==> config.mk <==
export PLATFORM = sky130hd
export DESIGN_NAME = leaf_rx
export DESIGN_NICKNAME = d
export VERILOG_FILES = /design/src/rtl/leaf_rx_pkg.sv /design/src/rtl/leaf_rx_fifo.sv /design/src/rtl/leaf_rx.sv
export SDC_FILE = /design/constraint.sdc
export NUM_CORES = 1
export LEC_CHECK = 0
export CAP_MARGIN = 20
export CORE_MARGIN = 2
export CORE_UTILIZATION = 57
export CTS_CLUSTER_SIZE = 40
export DETAILED_ROUTE_END_ITERATION = 12
export DONT_BUFFER_PORTS = 1
export GPL_TIMING_DRIVEN = 0
export PLACE_DENSITY_LB_ADDON = 0.12
export SYNTH_ARGS = -nofsm -noshare
export SYNTH_HDL_FRONTEND = slang
export SYNTH_SLANG_ARGS = --single-unit
export TNS_END_PERCENT = 50
==> constraint.sdc <==
create_clock -name clk -period 2.1 [get_ports clk]
set_input_delay 0 -clock clk [delete_from_list [all_inputs] [get_ports clk]]
set_output_delay 0 -clock clk [all_outputs]
set_load 0.02 [all_outputs]
==> src/rtl/leaf_rx_pkg.sv <==
// Shared definitions for the leaf receiver: header field prefixes, hop classes, FIFO entry layout.
package leaf_rx_pkg;

  localparam int unsigned FLIT_W    = 9;
  localparam int unsigned PAYLOAD_W = 8;
  localparam int unsigned HOPS_W    = 2;
  localparam int unsigned CNT_W     = 16;

  localparam logic       HDR_SIB   = 1'b1;
  localparam logic [1:0] HDR_HALF  = 2'b01;
  localparam logic [2:0] HDR_CROSS = 3'b001;

  typedef enum logic [HOPS_W-1:0] {
    HOPS_NONE  = 2'd0,
    HOPS_SIB   = 2'd1,
    HOPS_HALF  = 2'd2,
    HOPS_CROSS = 2'd3
  } hops_e;

  typedef struct packed {
    logic [PAYLOAD_W-1:0] payload;
    hops_e                hops;
  } rx_entry_t;

  typedef enum logic {
    ST_IDLE = 1'b0,
    ST_ACK  = 1'b1
  } rx_state_e;

  // Strip the routing prefix; HOPS_NONE marks an illegal header.
  function automatic rx_entry_t decode_flit(input logic [FLIT_W-1:0] d);
    rx_entry_t e;
    e.payload = '0;
    e.hops    = HOPS_NONE;
    if (d[8] == HDR_SIB) begin
      e.payload = d[7:0];
      e.hops    = HOPS_SIB;
    end else if (d[8:7] == HDR_HALF) begin
      e.payload = PAYLOAD_W'(d[5:0]);
      e.hops    = HOPS_HALF;
    end else if (d[8:6] == HDR_CROSS) begin
      e.payload = PAYLOAD_W'(d[3:0]);
      e.hops    = HOPS_CROSS;
    end
    return e;
  endfunction

endpackage

==> src/rtl/leaf_rx_fifo.sv <==
// Synchronous payload FIFO with valid/ready head and a full flag.
module rx_fifo #(
  parameter int unsigned DEPTH = 4,
  parameter int unsigned DW    = 10
) (
  input  logic          clk,
  input  logic          rst,
  input  logic          push,
  input  logic [DW-1:0] push_data,
  input  logic          ready,
  output logic          valid,
  output logic [DW-1:0] head,
  output logic          full
);

  localparam int unsigned AW = $clog2(DEPTH);
  localparam int unsigned CW = AW + 1;

  logic [DW-1:0] mem_q [DEPTH];
  logic [DW-1:0] mem_d [DEPTH];
  logic [AW-1:0] wr_q, wr_d, rd_q, rd_d;
  logic [CW-1:0] cnt_q, cnt_d;
  logic          do_push, do_pop;

  assign valid   = (cnt_q != '0);
  assign full    = (cnt_q == CW'(DEPTH));
  assign head    = mem_q[rd_q];
  assign do_push = push && !full;
  assign do_pop  = valid && ready;

  always_comb begin
    mem_d = mem_q;
    wr_d  = wr_q;
    rd_d  = rd_q;
    if (do_push) begin
      mem_d[wr_q] = push_data;
      wr_d        = wr_q + AW'(1);
    end
    if (do_pop) begin
      rd_d = rd_q + AW'(1);
    end
    cnt_d = cnt_q + CW'(do_push) - CW'(do_pop);
  end

  always_ff @(posedge clk) begin
    if (rst) begin
      for (int i = 0; i < DEPTH; i++) mem_q[i] <= '0;
      wr_q  <= '0;
      rd_q  <= '0;
      cnt_q <= '0;
    end else begin
      mem_q <= mem_d;
      wr_q  <= wr_d;
      rd_q  <= rd_d;
      cnt_q <= cnt_d;
    end
  end

endmodule

==> src/rtl/leaf_rx.sv <==
// Leaf endpoint: 4-phase req/ack capture, header strip, payload FIFO and packet/error counters.
module leaf_rx import leaf_rx_pkg::*; #(
  parameter int unsigned WIDTH       = 9,
  parameter int unsigned DEPTH       = 4,
  parameter int unsigned SYNC_STAGES = 2
) (
  input  logic                 clk,
  input  logic                 rst,
  input  logic                 in_req,
  input  logic [WIDTH-1:0]     in_data,
  output logic                 in_ack,
  output logic                 out_valid,
  input  logic                 out_ready,
  output logic [PAYLOAD_W-1:0] out_payload,
  output logic [HOPS_W-1:0]    out_hops,
  output logic [CNT_W-1:0]     pkt_count,
  output logic [CNT_W-1:0]     err_count
);

  localparam int unsigned EW = $bits(rx_entry_t);

  logic [SYNC_STAGES-1:0] sync_q, sync_d;
  logic                   req_s;
  rx_state_e              state_q, state_d;
  logic                   ack_q, ack_d;
  logic                   pend_q, pend_d;
  logic [WIDTH-1:0]       cap_q, cap_d;
  logic [CNT_W-1:0]       pkt_q, pkt_d, err_q, err_d;
  rx_entry_t              entry, head;
  logic [EW-1:0]          head_vec;
  logic                   legal, fifo_full;

  // in_req synchronizer chain
  assign sync_d[0] = in_req;
  for (genvar i = 1; i < SYNC_STAGES; i++) begin : g_sync
    assign sync_d[i] = sync_q[i-1];
  end
  assign req_s = sync_q[SYNC_STAGES-1];

  // The captured flit is decoded and committed one cycle after capture.
  assign entry = decode_flit(FLIT_W'(cap_q));
  assign legal = (entry.hops != HOPS_NONE);

  always_comb begin
    state_d = state_q;
    ack_d   = ack_q;
    cap_d   = cap_q;
    pend_d  = 1'b0;
    pkt_d   = pkt_q;
    err_d   = err_q;
    case (state_q)
      ST_IDLE: begin
        if (req_s && !fifo_full) begin
          state_d = ST_ACK;
          ack_d   = 1'b1;
          cap_d   = in_data;
          pend_d  = 1'b1;
        end
      end
      ST_ACK: begin
        if (!req_s) begin
          state_d = ST_IDLE;
          ack_d   = 1'b0;
        end
      end
      default: state_d = ST_IDLE;
    endcase
    if (pend_q && legal && (pkt_q != '1)) pkt_d = pkt_q + CNT_W'(1);
    if (pend_q && !legal && (err_q != '1)) err_d = err_q + CNT_W'(1);
  end

  always_ff @(posedge clk) begin
    if (rst) begin
      sync_q  <= '0;
      state_q <= ST_IDLE;
      ack_q   <= 1'b0;
      pend_q  <= 1'b0;
      cap_q   <= '0;
      pkt_q   <= '0;
      err_q   <= '0;
    end else begin
      sync_q  <= sync_d;
      state_q <= state_d;
      ack_q   <= ack_d;
      pend_q  <= pend_d;
      cap_q   <= cap_d;
      pkt_q   <= pkt_d;
      err_q   <= err_d;
    end
  end

  rx_fifo #(
    .DEPTH (DEPTH),
    .DW    (EW)
  ) u_fifo (
    .clk       (clk),
    .rst       (rst),
    .push      (pend_q && legal),
    .push_data (entry),
    .ready     (out_ready),
    .valid     (out_valid),
    .head      (head_vec),
    .full      (fifo_full)
  );

  assign head        = rx_entry_t'(head_vec);
  assign out_payload = head.payload;
  assign out_hops    = head.hops;
  assign in_ack      = ack_q;
  assign pkt_count   = pkt_q;
  assign err_count   = err_q;

endmodule

## Yosys cells after proc, flatten, opt, wreduce, memory -nomap -nowiden

Index checks and enable logic that the tools add are counted.

| operators by class | value |
|---|---|
| multiplexer cells | 15 |
| $lt $le $gt $ge | 3 |
| $add $sub $neg | 6 |
| shift operators | 0 |
| bitwise gates (word level) | 3 |
| reductions and logical operators | 15 |
| eq/ne operators | 7 |
| multipliers | 0 |
| divide/modulo/power cells | 0 |

Operator list:

| cell | number |
|---|---|
| bitwise mux 40 bit | 1 |
| two-way mux 10 bit | 4 |
| adder 16 x 1 -> 16 bit (second input constant) | 2 |
| != test 16 bit (second input constant) | 2 |
| binary-select mux 10 bit (select 2 bit) | 1 |
| demux 10 bit (select 2 bit) | 1 |
| logical AND 1 bit | 8 |
| two-way mux 8 bit | 1 |
| greater-or-equal comparator 3 bit (second input constant) | 2 |
| two-way mux 6 bit | 1 |
| inverter 2 -> 3 bit | 2 |
| adder 2 x 1 -> 2 bit (second input constant) | 2 |
| two-way mux 1 bit | 4 |
| != test 2 bit (second input constant) | 2 |
| one-hot mux 1 bit (2 select lines) | 2 |
| AND reduction 2 bit | 2 |
| adder 3 x 1 -> 3 bit | 1 |
| equality test 3 x 1 -> 1 bit (second input constant) | 1 |
| equality test 3 bit (second input constant) | 1 |
| less-than comparator 3 x 1 -> 1 bit (second input constant) | 1 |
| nonzero test 3 bit | 1 |
| subtractor 3 x 1 -> 3 bit | 1 |
| equality test 2 x 1 -> 1 bit (second input constant) | 1 |
| zero test 1 bit | 2 |
| other kinds (3) | 3 |

| word-level totals | value |
|---|---|
| bits in latches | 0 |
| ROM bits | 0 |
| memory bits (writable) | 0 |
| flip-flop bits (word level) | 93 |
| input bits | 13 |
| logic and storage cells | 63 |
| memories kept | 0 |
| output and inout port bits | 44 |

## Logic depth before layout (Yosys ltp)

Gate-level depths: netlist of the first run.

| depth | value |
|---|---|
| word-level depth | 9 |
| depth in mapped cells | 9 |

## Cells and area by module

From an unflattened synthesis of the first run, not the netlist that was laid out.

| unflattened totals | value |
|---|---|
| cell total of the unflattened synthesis | 458 |
| area, all modules | 4538.1 um^2 |

Modules (own cells, without submodules):

| module | area each (um^2) | instances | cells each |
|---|---|---|---|
| leaf_rx | 2269.7 | 1 | 258 |
| rx_fifo | 2268.4 | 1 | 200 |

## Least setup slack after synthesis of the first run

Ideal clock, no wire load.

| timing | value |
|---|---|
| path kind | register to register |
| start point | register u_fifo.cnt_q[2] |
| end point | register u_fifo.cnt_q[2] |
| slack | -0.002 ns |
| buffers on the path | 1 |
| required time | 1.972 ns |
| cell stages (with the launch flop) | 9 |
| clock period less this slack | 2.102 ns |
| arrival time | 1.974 ns |
| path through | dfxtp_1 or3b_2 and2_1 clkbuf_1 ha_1 fa_1 xnor2_1 xnor2_1 nor2_1 |

| on the way | value |
|---|---|
| cells in the longest elaborated chain, start to end | 5 |
| elaborated cells on any way between the ends | 7 |
| classes of those cells | 2 x add/sub; 1 x eq/ne; 4 x reduce/logical |

Ends and longest elaborated chain:

| element | RTL line | source |
|---|---|---|
| start: declaration | leaf_rx_fifo.sv:22 | `logic [CW-1:0] cnt_q, cnt_d;` |
| start signal: assignment | leaf_rx_fifo.sv:55 | `cnt_q <= cnt_d;` |
| equality test 3 bit | leaf_rx_fifo.sv:26 | `assign full = (cnt_q == CW'(DEPTH));` |
| zero test 1 bit | leaf_rx_fifo.sv:28 | `assign do_push = push && !full;` |
| logical AND 1 bit | leaf_rx_fifo.sv:28 |  |
| named net u_fifo.do_push | leaf_rx_fifo.sv:23 | `logic do_push, do_pop;` |
| adder 3 x 1 -> 3 bit | leaf_rx_fifo.sv:42 | `cnt_d = cnt_q + CW'(do_push) - CW'(do_pop);` |
| subtractor 3 x 1 -> 3 bit | leaf_rx_fifo.sv:42 |  |

The timed path passes the listed nets, and every way through them passes these cells.
A chain may end at the register's enable or synchronous reset.

## Final worst setup path of the first run

| timing | value |
|---|---|
| start point | register u_fifo.cnt_q[2] |
| end point | register u_fifo.cnt_q[2] |

| on the way | value |
|---|---|
| cells in the longest elaborated chain, start to end | 5 |
| elaborated cells on any way between the ends | 7 |
| classes of those cells | 2 x add/sub; 1 x eq/ne; 4 x reduce/logical |

Ends and longest elaborated chain:

| element | RTL line |
|---|---|
| equality test 3 bit | leaf_rx_fifo.sv:26 |
| zero test 1 bit | leaf_rx_fifo.sv:28 |
| logical AND 1 bit | leaf_rx_fifo.sv:28 |
| adder 3 x 1 -> 3 bit | leaf_rx_fifo.sv:42 |
| subtractor 3 x 1 -> 3 bit * | leaf_rx_fifo.sv:42 |

Mark *: on every way between the ends. The rest lies on a longest branch, timed or not.

==> run_results.csv, run 1 <==
group,metric,value,unit
sta,hold_violations,0,
die,die_x,90.4,um
clocking,cts_tree,"yes",
global_route,grt-ovfl-total,0,
cells_and_area,final_common_cell,"dfxtp_1",
worst_setup_path,crit_path_max_fanout,4,
cells_and_area,finalInstanceArea,4800,um2
sta,setup-tns-final,-3.53,ps
sta,period_share,100,%
clocking,cts-root-buf,"clkbuf_8",
die,io_pins,57,
synth,synth_cell_types,52,
clocking,cts-htree-levels,3,
clocking,clockBufferDepth,2,
sta,worst_slack,-3.53,ps
sta,relSlewSlack,49.0,%
place,placed_cell_area,4380,um2
worst_setup_path,rr_endpoint,"u_fifo.cnt_q[2]",
drt,drtPass1Iterations,5,
power_and_ir_drop,p_clk_share,33.4,%
clocking,clkSinkCount,93,
die,start_util,58.6,%
power_and_ir_drop,vdd_ir_drop_max,0.000543,V
sta,finalCriticalPeriod,2100,ps
worst_setup_path,rrSetupSlack,-4,ps
synth,synth-edff-count,0,
clocking,cts_buffers,9,
power_and_ir_drop,p_per_area,752,nW/um2
sta,tightest_slew,765,ps
die,dieArea,8160,um2
sta,rsz0062_at_grt,"yes",
drt,ant_nets,0,
cells_and_area,insertedDiodeCount,0,
die,coreArea,7250,um2
drt,routed_wl,9950,um
cells_and_area,drive_above_1_share,16.0,%
worst_setup_path,reg2reg_depth,7,
synth,synth_cells,479,
global_route,grt_usage,24.7,%
clocking,path_clk_slew,100,ps
die,die_h,90.4,um
cells_and_area,areaGrowthSynthToFinish,13.0,%
hold_path,holdPathEnd,"pkt_count[12]",
power_and_ir_drop,internal_power,2.61,mW
synth,yosysWarnings,0,
global_route,grt_pass1_vias,3417,
drt,vias,3640,
synth,ys_ff_latch,93,
place,gp_congestion,0.810,
global_route,grt_max_degree,17,
sta,slew_violations,0,
drt,drc,0,
power_and_ir_drop,comb_power_share,14.5,%
place,place_ws,-210,ps
flow_run,max_cap_violations,0,
synth,ys_async_sr_fraction,0,%
hold_path,whs_path_depth,3,
power_and_ir_drop,p_switching,1.00,mW
place,io_buffer_count,0,
hold_path,hp-class,"in -> reg",
cells_and_area,final_cell_mix,"dfxtp_1, nand2_1, nor2_1, a21oi_1, nand3_1",
worst_setup_path,crit_arrival,2330,ps
worst_setup_path,critPathKind,"reg -> reg",
drt,drt_iter0_markers,200,
hold_path,min_from,"rst",
worst_setup_path,end_kind,"register",
place,dp_hpwl,6880,um
synth,synth_flop_cell,"dfxtp_1",
cells_and_area,nNetsFinal,523,
worst_setup_path,cp_data_required_time,2330,ps
drt,wl_per_cell,16.4,um
global_route,antenna_found_initial,0,
synth,syn-cell-area,4250,um2
worst_setup_path,reg2reg_from,"u_fifo.cnt_q[2]",
sta,finClkSkew,9.98,ps
synth,ys_seq_area_share,43.8,%
clocking,clock_latency,360,ps
synth,syn_avg_cell_area,8.87,um2
sta,fmax,475,MHz
power_and_ir_drop,leakage,1.58,nW
sta,setup_viol,1,
status,violations,"negative setup slack",
synth,syn_nets,501,
global_route,grt_first_pass_wirelength,16500,um
worst_setup_path,start_kind,"register",
power_and_ir_drop,seqPwrFrac,52.1,%
die,num_rows,31,
power_and_ir_drop,sw_frac_of_total,27.8,%
drt,viasPerCell,6.02,
status,status,"finished with violations",
cell families (layout without fill, tap and decap cells):
kind of cell | after synthesis | count (layout) | synth area share, %
AOI/OAI and AO/OA | 99 | 99 | 14.5
DFF | 93 | 93 | 43.8
adders and majority gates | 9 | 9 | 2.83
muxes | 25 | 25 | 8.98
and+or+nand+nor | 202 | 202 | 24.6
buffers and inverters | 46 | 73 | 4.24
xor gates and xnor gates | 5 | 5 | 1.03
routing by layer:
layer / global-route usage, % / wire length, um / vias to the layer above
li1: - / - / 1791
met1: 32.3 / 4670 / 1750
met2: 40.5 / 4670 / 90
met3: 6.09 / 518 / 9
met4: 7.44 / 87 / 0
met5: 0 / 0 / -
sequential cells by signal, indices dropped and copies added, names as in the netlist:
signal,flops
state_q,1
pend_q,1
sync_q,2
u_fifo.mem_q,40
u_fifo.rd_q,2
cap_q,9
in_ack,1
err_count,16
u_fifo.cnt_q,3
pkt_count,16
u_fifo.wr_q,2
worst max path at each step:
stage | startpoint | to | slack (ps) | cells after the start
after global routing | u_fifo.cnt_q[2] | u_fifo.cnt_q[2] | -80 | 7
final | u_fifo.cnt_q[2] | u_fifo.cnt_q[2] | -4 | 7
after detailed placement | cap_q[6] | u_fifo.cnt_q[2] | -210 | 9
after CTS | u_fifo.cnt_q[1] | u_fifo.cnt_q[2] | -20 | 8
after floorplan | u_fifo.cnt_q[2] | u_fifo.cnt_q[2] | 4 | 8
after global placement | cap_q[6] | u_fifo.cnt_q[2] | -170 | 9
area by class of cell:
| cell class | instances | area [um2] |
|---|---|---|
| clock inverters | 6 | 71.3 |
| flip-flops and latches | 93 | 1890 |
| plain buffers | 27 | 118 |
| fillers | 595 | 2450 |
| multi-input cells | 340 | 2270 |
| inverters | 13 | 48.8 |
| repair buffers | 17 | 155 |
| clock buffers | 10 | 128 |
| well taps | 99 | 124 |
power groups by stage:
stage	combinational, mW	clock [mW]	sequential, mW
global placement	0.459	0	1.92
floorplan	0.386	0	1.91
finish	0.525	1.21	1.88
global route	0.582	1.30	1.90
CTS	0.495	1.22	1.88
detailed placement	0.470	0	1.92
through the flow:
step | hold slack, ps | utilization, % | std cells | total power [mW]
2_1_floorplan | 128 | - | 479 | 2.29
3_3_place_gp | 135 | 60.3 | 578 | 2.38
3_5_place_dp | 139 | 60.3 | 578 | 2.39
4_1_cts | 102 | 65.1 | 604 | 3.60
5_1_grt | 111 | 66.2 | 605 | 3.78
6_report | 96.9 | 66.2 | 605 | 3.61
repair_timing:
item,4_1_cts,5_1_grt
gates resized for setup,18,25
buffers inserted,1,5
pin swaps,2,4
hold buffers,11,0
hold endpoints to repair,11,0
setup endpoints to repair,19,40
synth_stat cells (3+ instances only):
cell	n	area, um2
o31a_1	3	26.3
ha_1	8	100
o21ai_0	23	115
nor2_1	38	143
buf_2	3	15.0
and3_1	8	50.1
mux2i_1	10	100
o21a_1	3	22.5
mux2_2	5	56.3
nor4_1	8	50.1
a21oi_1	38	190
mux4_2	10	225
and4_1	3	26.3
o31ai_1	11	82.6
nand2_1	50	188
inv_1	12	45.0
and2_1	3	18.8
dfxtp_1	93	1860
nand3_1	39	195
nor2b_1	11	68.8
xnor2_1	4	35.0
a211oi_1	5	37.5
nand4_1	13	81.3
nor3_1	5	25.0
or3_1	5	31.3
or4_1	11	82.6
clkbuf_1	27	101
critical path, stage by stage, from the launching register on:
cell and delay (ps):
dfxtp_2 390, or3b_2 480, and2_4 200, ha_1 190, fa_2 370, xnor2_2 170, xnor2_1 140, nor2_1 50
(Power assumes the default switching activity.)
==> run 2, diff against run 1 <==
--- a/config.mk
+++ b/config.mk
@@ -5,12 +5,12 @@
 export SDC_FILE = /design/constraint.sdc
 export NUM_CORES = 1
 export LEC_CHECK = 0
+export BUFFER_PORTS_ARGS = -buffer_cell sky130_fd_sc_hd__buf_4
 export CAP_MARGIN = 20
 export CORE_MARGIN = 2
-export CORE_UTILIZATION = 57
+export CORE_UTILIZATION = 52
 export CTS_CLUSTER_SIZE = 40
 export DETAILED_ROUTE_END_ITERATION = 12
-export DONT_BUFFER_PORTS = 1
 export GPL_TIMING_DRIVEN = 0
 export PLACE_DENSITY_LB_ADDON = 0.12
 export SYNTH_ARGS = -nofsm -noshare
==> run_results.csv, run 2 (synthesis results as in run 1) <==
group,metric,value,unit
die,die_x,94.4,um
worst_setup_path,crit_arrival,2300,ps
place,place_ws,-220,ps
power_and_ir_drop,p_switching,1.02,mW
sta,worst_slack,63.3,ps
die,dieArea,8910,um2
status,status,"finished clean",
die,die_h,94.4,um
drt,routed_wl,10400,um
power_and_ir_drop,sw_frac_of_total,27.7,%
drt,drtPass1Iterations,5,
cells_and_area,insertedDiodeCount,0,
worst_setup_path,critPathKind,"reg -> reg",
worst_setup_path,slowest_delay,590,ps
sta,tightest_slew,626,ps
die,coreArea,7810,um2
worst_setup_path,start_kind,"register",
hold_path,hp-class,"in -> reg",
place,io_buffer_count,55,
power_and_ir_drop,p_total,3.69,mW
cells_and_area,final_cell_mix,"dfxtp_1, buf_4, nand2_1",
global_route,grt_max_degree,17,
power_and_ir_drop,vdd_ir_drop_max,0.000670,V
power_and_ir_drop,p_clk_share,32.8,%
worst_setup_path,crit_buf_inv,1,
power_and_ir_drop,comb_power_share,16.4,%
power_and_ir_drop,leakage,1.89,nW
clocking,clockBufferDepth,2,
sta,finalCriticalPeriod,2040,ps
worst_setup_path,cp_data_required_time,2360,ps
clocking,path_clk_slew,90,ps
global_route,grt-ovfl-total,0,
flow_run,max_cap_violations,0,
cells_and_area,finalInstanceArea,5230,um2
worst_setup_path,critPathSlowestCell,"or4_1",
power_and_ir_drop,internal_power,2.67,mW
worst_setup_path,end_kind,"register",
sta,fmax,491,MHz
drt,viasPerCell,5.78,
global_route,grt_first_pass_wirelength,17300,um
sta,period_share,97.0,%
sta,finClkSkew,8.71,ps
die,num_rows,32,
cells_and_area,final_common_cell,"dfxtp_1",
clocking,cts-root-buf,"clkbuf_8",
global_route,antenna_found_initial,0,
clocking,cts_buffers,9,
sta,relSlewSlack,57.9,%
sta,hold_violations,0,
drt,ant_nets,0,
clocking,clock_latency,360,ps
global_route,grtUsageMet2,40.9,%
place,placed_cell_area,4790,um2
cells_and_area,areaGrowthSynthToFinish,23.0,%
die,io_pins,57,
place,dp_hpwl,7110,um
global_route,grt_pass1_vias,3624,
cells_and_area,final_util,67.0,%
global_route,busiest_layer,"met2",
global_route,met1_usage,33.3,%
cells_and_area,regMostFlops,"u_fifo.mem_q",
worst_setup_path,worstPathCellList,"and4_1, clkbuf_1, nand3_1, or4_1, o211a_1",
place,gp_congestion,0.824,
global_route,grt_usage,24.4,%
sta,setup_viol,0,
power_and_ir_drop,p_per_area,706,nW/um2
cells_and_area,largest_register_ffs,40,
cells_and_area,drive_above_1_share,22.2,%
worst_setup_path,crit_path_max_fanout,8,
drt,wl_per_cell,15.5,um
clocking,clkSinkCount,93,
cells_and_area,nNetsFinal,585,
sta,slew_violations,0,
drt,vias,3864,
sta,rsz0062_at_grt,"yes",
clocking,cts-htree-levels,3,
power_and_ir_drop,seqPwrFrac,50.8,%
sta,whs,108,ps
drt,drc,0,
global_route,grt_util_met3,3.19,%
die,start_util,54.4,%
drt,drt_iter0_markers,255,
worst_setup_path,critPathTopFamily,"simple AND/OR/NAND/NOR gates",
clocking,cts_tree,"yes",
run 2: changes by cell type in the layout (fill, tap and decap cells not counted), sizes merged:
cell,previous run,this run
dlygate4sd3,11,10
buf,12,71
clkbuf,31,34
run 2: timing repair:
action,CTS,global route
setup endpoints to repair,9,41
hold endpoints to repair,10,0
hold buffers,10,0
pin swaps,3,9
buffers inserted,1,8
gates resized for setup,7,28
run 2: tightest hold or removal path, stage by stage:
cell      delay [ps]
clkbuf_1         160
nor2b_1          130
mux2_2           140
run 2: cell type report:
class	count	area (um2)
fill	643	2580
multi-input combinational	340	2250
sequential	93	1880
timing repair buffer	74	581
buffer	32	151
tap	102	128
clock buffer	9	124
clock inverter	6	71.3
inverter	13	48.8
run 2: per-layer routing:
metal,routed length [um],up-vias
met1,4910,1861
met5,0,-
met2,4980,89
met4,106,0
met3,395,10
li1,-,1904
run 2: power groups by stage:
stage          logic (mW)  clock network, mW  registers [mW]
6_report            0.605               1.21            1.88
5_1_grt             0.674               1.32            1.89
4_1_cts             0.559               1.23            1.87
3_5_place_dp        0.536                  0            1.91
3_3_place_gp        0.513                  0            1.91
2_1_floorplan       0.386                  0            1.91
run 2: final timing paths:
check                             startpoint       endpoint  slack, ps  cells after the start
worst max-delay path            err_count[2]  err_count[14]         60                      5
worst max register to register  err_count[2]  err_count[14]         60                      5
worst min register to register     sync_q[0]      sync_q[1]        440                      1
worst min-delay path                     rst  pkt_count[12]        110                      3
run 2: through the flow:
stage | std cells | TNS (ps)
3_5_place_dp | 636 | -246
3_3_place_gp | 636 | -171
4_1_cts | 661 | 0
5_1_grt | 669 | -268
6_report | 669 | 0
2_1_floorplan | 479 | 0
==> run 3, diff against run 2 <==
--- a/config.mk
+++ b/config.mk
@@ -7,8 +7,8 @@
 export LEC_CHECK = 0
 export BUFFER_PORTS_ARGS = -buffer_cell sky130_fd_sc_hd__buf_4
 export CAP_MARGIN = 20
-export CORE_MARGIN = 2
-export CORE_UTILIZATION = 52
+export CORE_MARGIN = 4
+export CORE_UTILIZATION = 45
 export CTS_CLUSTER_SIZE = 40
 export DETAILED_ROUTE_END_ITERATION = 12
 export GPL_TIMING_DRIVEN = 0
==> run_results.csv, run 3 (synthesis results as in run 1) <==
group,metric,value,unit
sta,fmax,472,MHz
clocking,cts-root-buf,"clkbuf_8",
worst_setup_path,critPathKind,"reg -> reg",
drt,vias,3815,
cells_and_area,final_cell_mix,"dfxtp_1, buf_4, nand2_1",
clocking,cts_buffers,9,
clocking,path_clk_slew,100,ps
drt,viasPerCell,5.69,
global_route,grt_pass1_vias,3577,
sta,hold_violations,0,
cells_and_area,fillers,827,
cells_and_area,drive_above_1_share,21.5,%
die,num_rows,35,
drt,drc,0,
status,violations,"negative setup slack",
power_and_ir_drop,leakage,1.84,nW
global_route,grt_max_degree,17,
die,die_h,105,um
global_route,antenna_found_initial,0,
clocking,clkSinkCount,93,
global_route,grt_first_pass_wirelength,17400,um
power_and_ir_drop,p_per_area,708,nW/um2
drt,ant_nets,0,
global_route,grt-ovfl-total,0,
clocking,clock_latency,360,ps
sta,tightest_slew,629,ps
sta,period_share,101,%
drt,drt_iter0_markers,147,
die,io_pins,57,
place,dp_hpwl,7550,um
drt,drtPass1Iterations,4,
hold_path,hp-class,"in -> reg",
place,io_buffer_count,55,
place,dpl.cell_count,645,
global_route,grt_usage,19.3,%
worst_setup_path,reg2reg_depth,9,
worst_setup_path,start_kind,"register",
sta,worst_slack,-17.0,ps
cells_and_area,areaGrowthSynthToFinish,21.7,%
power_and_ir_drop,vdd_ir_drop_max,0.000633,V
cells_and_area,nNetsFinal,576,
sta,rsz0062_at_grt,"yes",
die,coreArea,9200,um2
cells_and_area,regMostFlops,"u_fifo.mem_q",
worst_setup_path,end_kind,"register",
cells_and_area,largest_register_ffs,40,
cells_and_area,stdcell_count,670,
cells_and_area,final_util,56.3,%
die,die_x,105,um
drt,wl_per_cell,15.7,um
flow_run,max_cap_violations,0,
worst_setup_path,crit_path_max_fanout,3,
place,gp_congestion,0.867,
worst_setup_path,cp_data_required_time,2340,ps
clocking,cts-htree-levels,3,
clocking,clockBufferDepth,2,
status,status,"finished with violations",
worst_setup_path,crit_arrival,2360,ps
die,dieArea,11100,um2
hold_path,whs_path_depth,3,
sta,setup_viol,1,
clocking,cts_tree,"yes",
die,start_util,46.2,%
cells_and_area,insertedDiodeCount,0,
sta,finClkSkew,7.50,ps
sta,relSlewSlack,58.1,%
sta,slew_violations,0,
drt,routed_wl,10500,um
cells_and_area,final_common_cell,"dfxtp_1",
sta,finalCriticalPeriod,2120,ps
-- run 3: metrics by stage --
stage	TNS, ps	worst slack (ps)	hold WS [ps]	power (mW)	cell area [um2]
floorplan	0	3.96	128	2.29	4250
global placement	-156	-156	221	2.43	4800
detailed placement	-181	-181	233	2.44	4800
CTS	-74.3	-74.3	82.7	3.67	5120
global route	-170	-125	117	3.84	5170
finish	-17.0	-17.0	92.4	3.66	5170
-- run 3: worst max-delay path: stages (launching register included) --
cell,delay [ps]
dfxtp_2,320
buf_4,140
o31a_1,300
ha_1,300
inv_1,40
ha_1,200
fa_2,360
xnor2_2,140
xnor2_1,140
nor2_1,50
-- run 3: path summary, 6_finish.rpt --
path	startpoint	to	slack [ps]
hold / removal	rst	pkt_count[12]	90
setup / recovery	u_fifo.cnt_q[2]	u_fifo.cnt_q[2]	-20
setup reg to reg	u_fifo.cnt_q[2]	u_fifo.cnt_q[2]	-20
hold reg to reg	sync_q[0]	sync_q[1]	450
-- run 3: power by group --
part	switching, mW	total [mW]	internal (mW)
Sequential	0.0512	1.87	1.82
Combinational	0.310	0.584	0.274
Clock	0.654	1.21	0.552
-- run 3: layout make-up --
| type | count | area [um2] | share of cell area (%) |
|---|---|---|---|
| Sequential cell | 93 | 1870 | 36.2 |
| Tap cell | 111 | 139 | 2.68 |
| Clock inverter | 7 | 73.8 | 1.43 |
| Multi-Input combinational cell | 340 | 2260 | 43.6 |
| Inverter | 13 | 48.8 | 0.943 |
| Buffer | 30 | 134 | 2.59 |
| Clock buffer | 9 | 124 | 2.39 |
| Timing Repair Buffer | 67 | 528 | 10.2 |
-- run 3: repair_timing --
action                                  CTS  global route
hold buffers                             10             0
gates cloned                              0             0
gates resized for setup                   7            21
endpoints found under the setup margin    7            46
buffers inserted                          2             0
pin swaps                                 2             1
endpoints found under the hold margin    10             0
-- run 3: layer usage --
| layer | routed length, um | global-route usage [%] | up-vias |
|---|---|---|---|
| li1 | - | - | 1888 |
| met1 | 4910 | 25.4 | 1847 |
| met2 | 5060 | 31.2 | 65 |
| met3 | 359 | 3.58 | 15 |
| met4 | 174 | 7.40 | 0 |
| met5 | 0 | 0 | - |
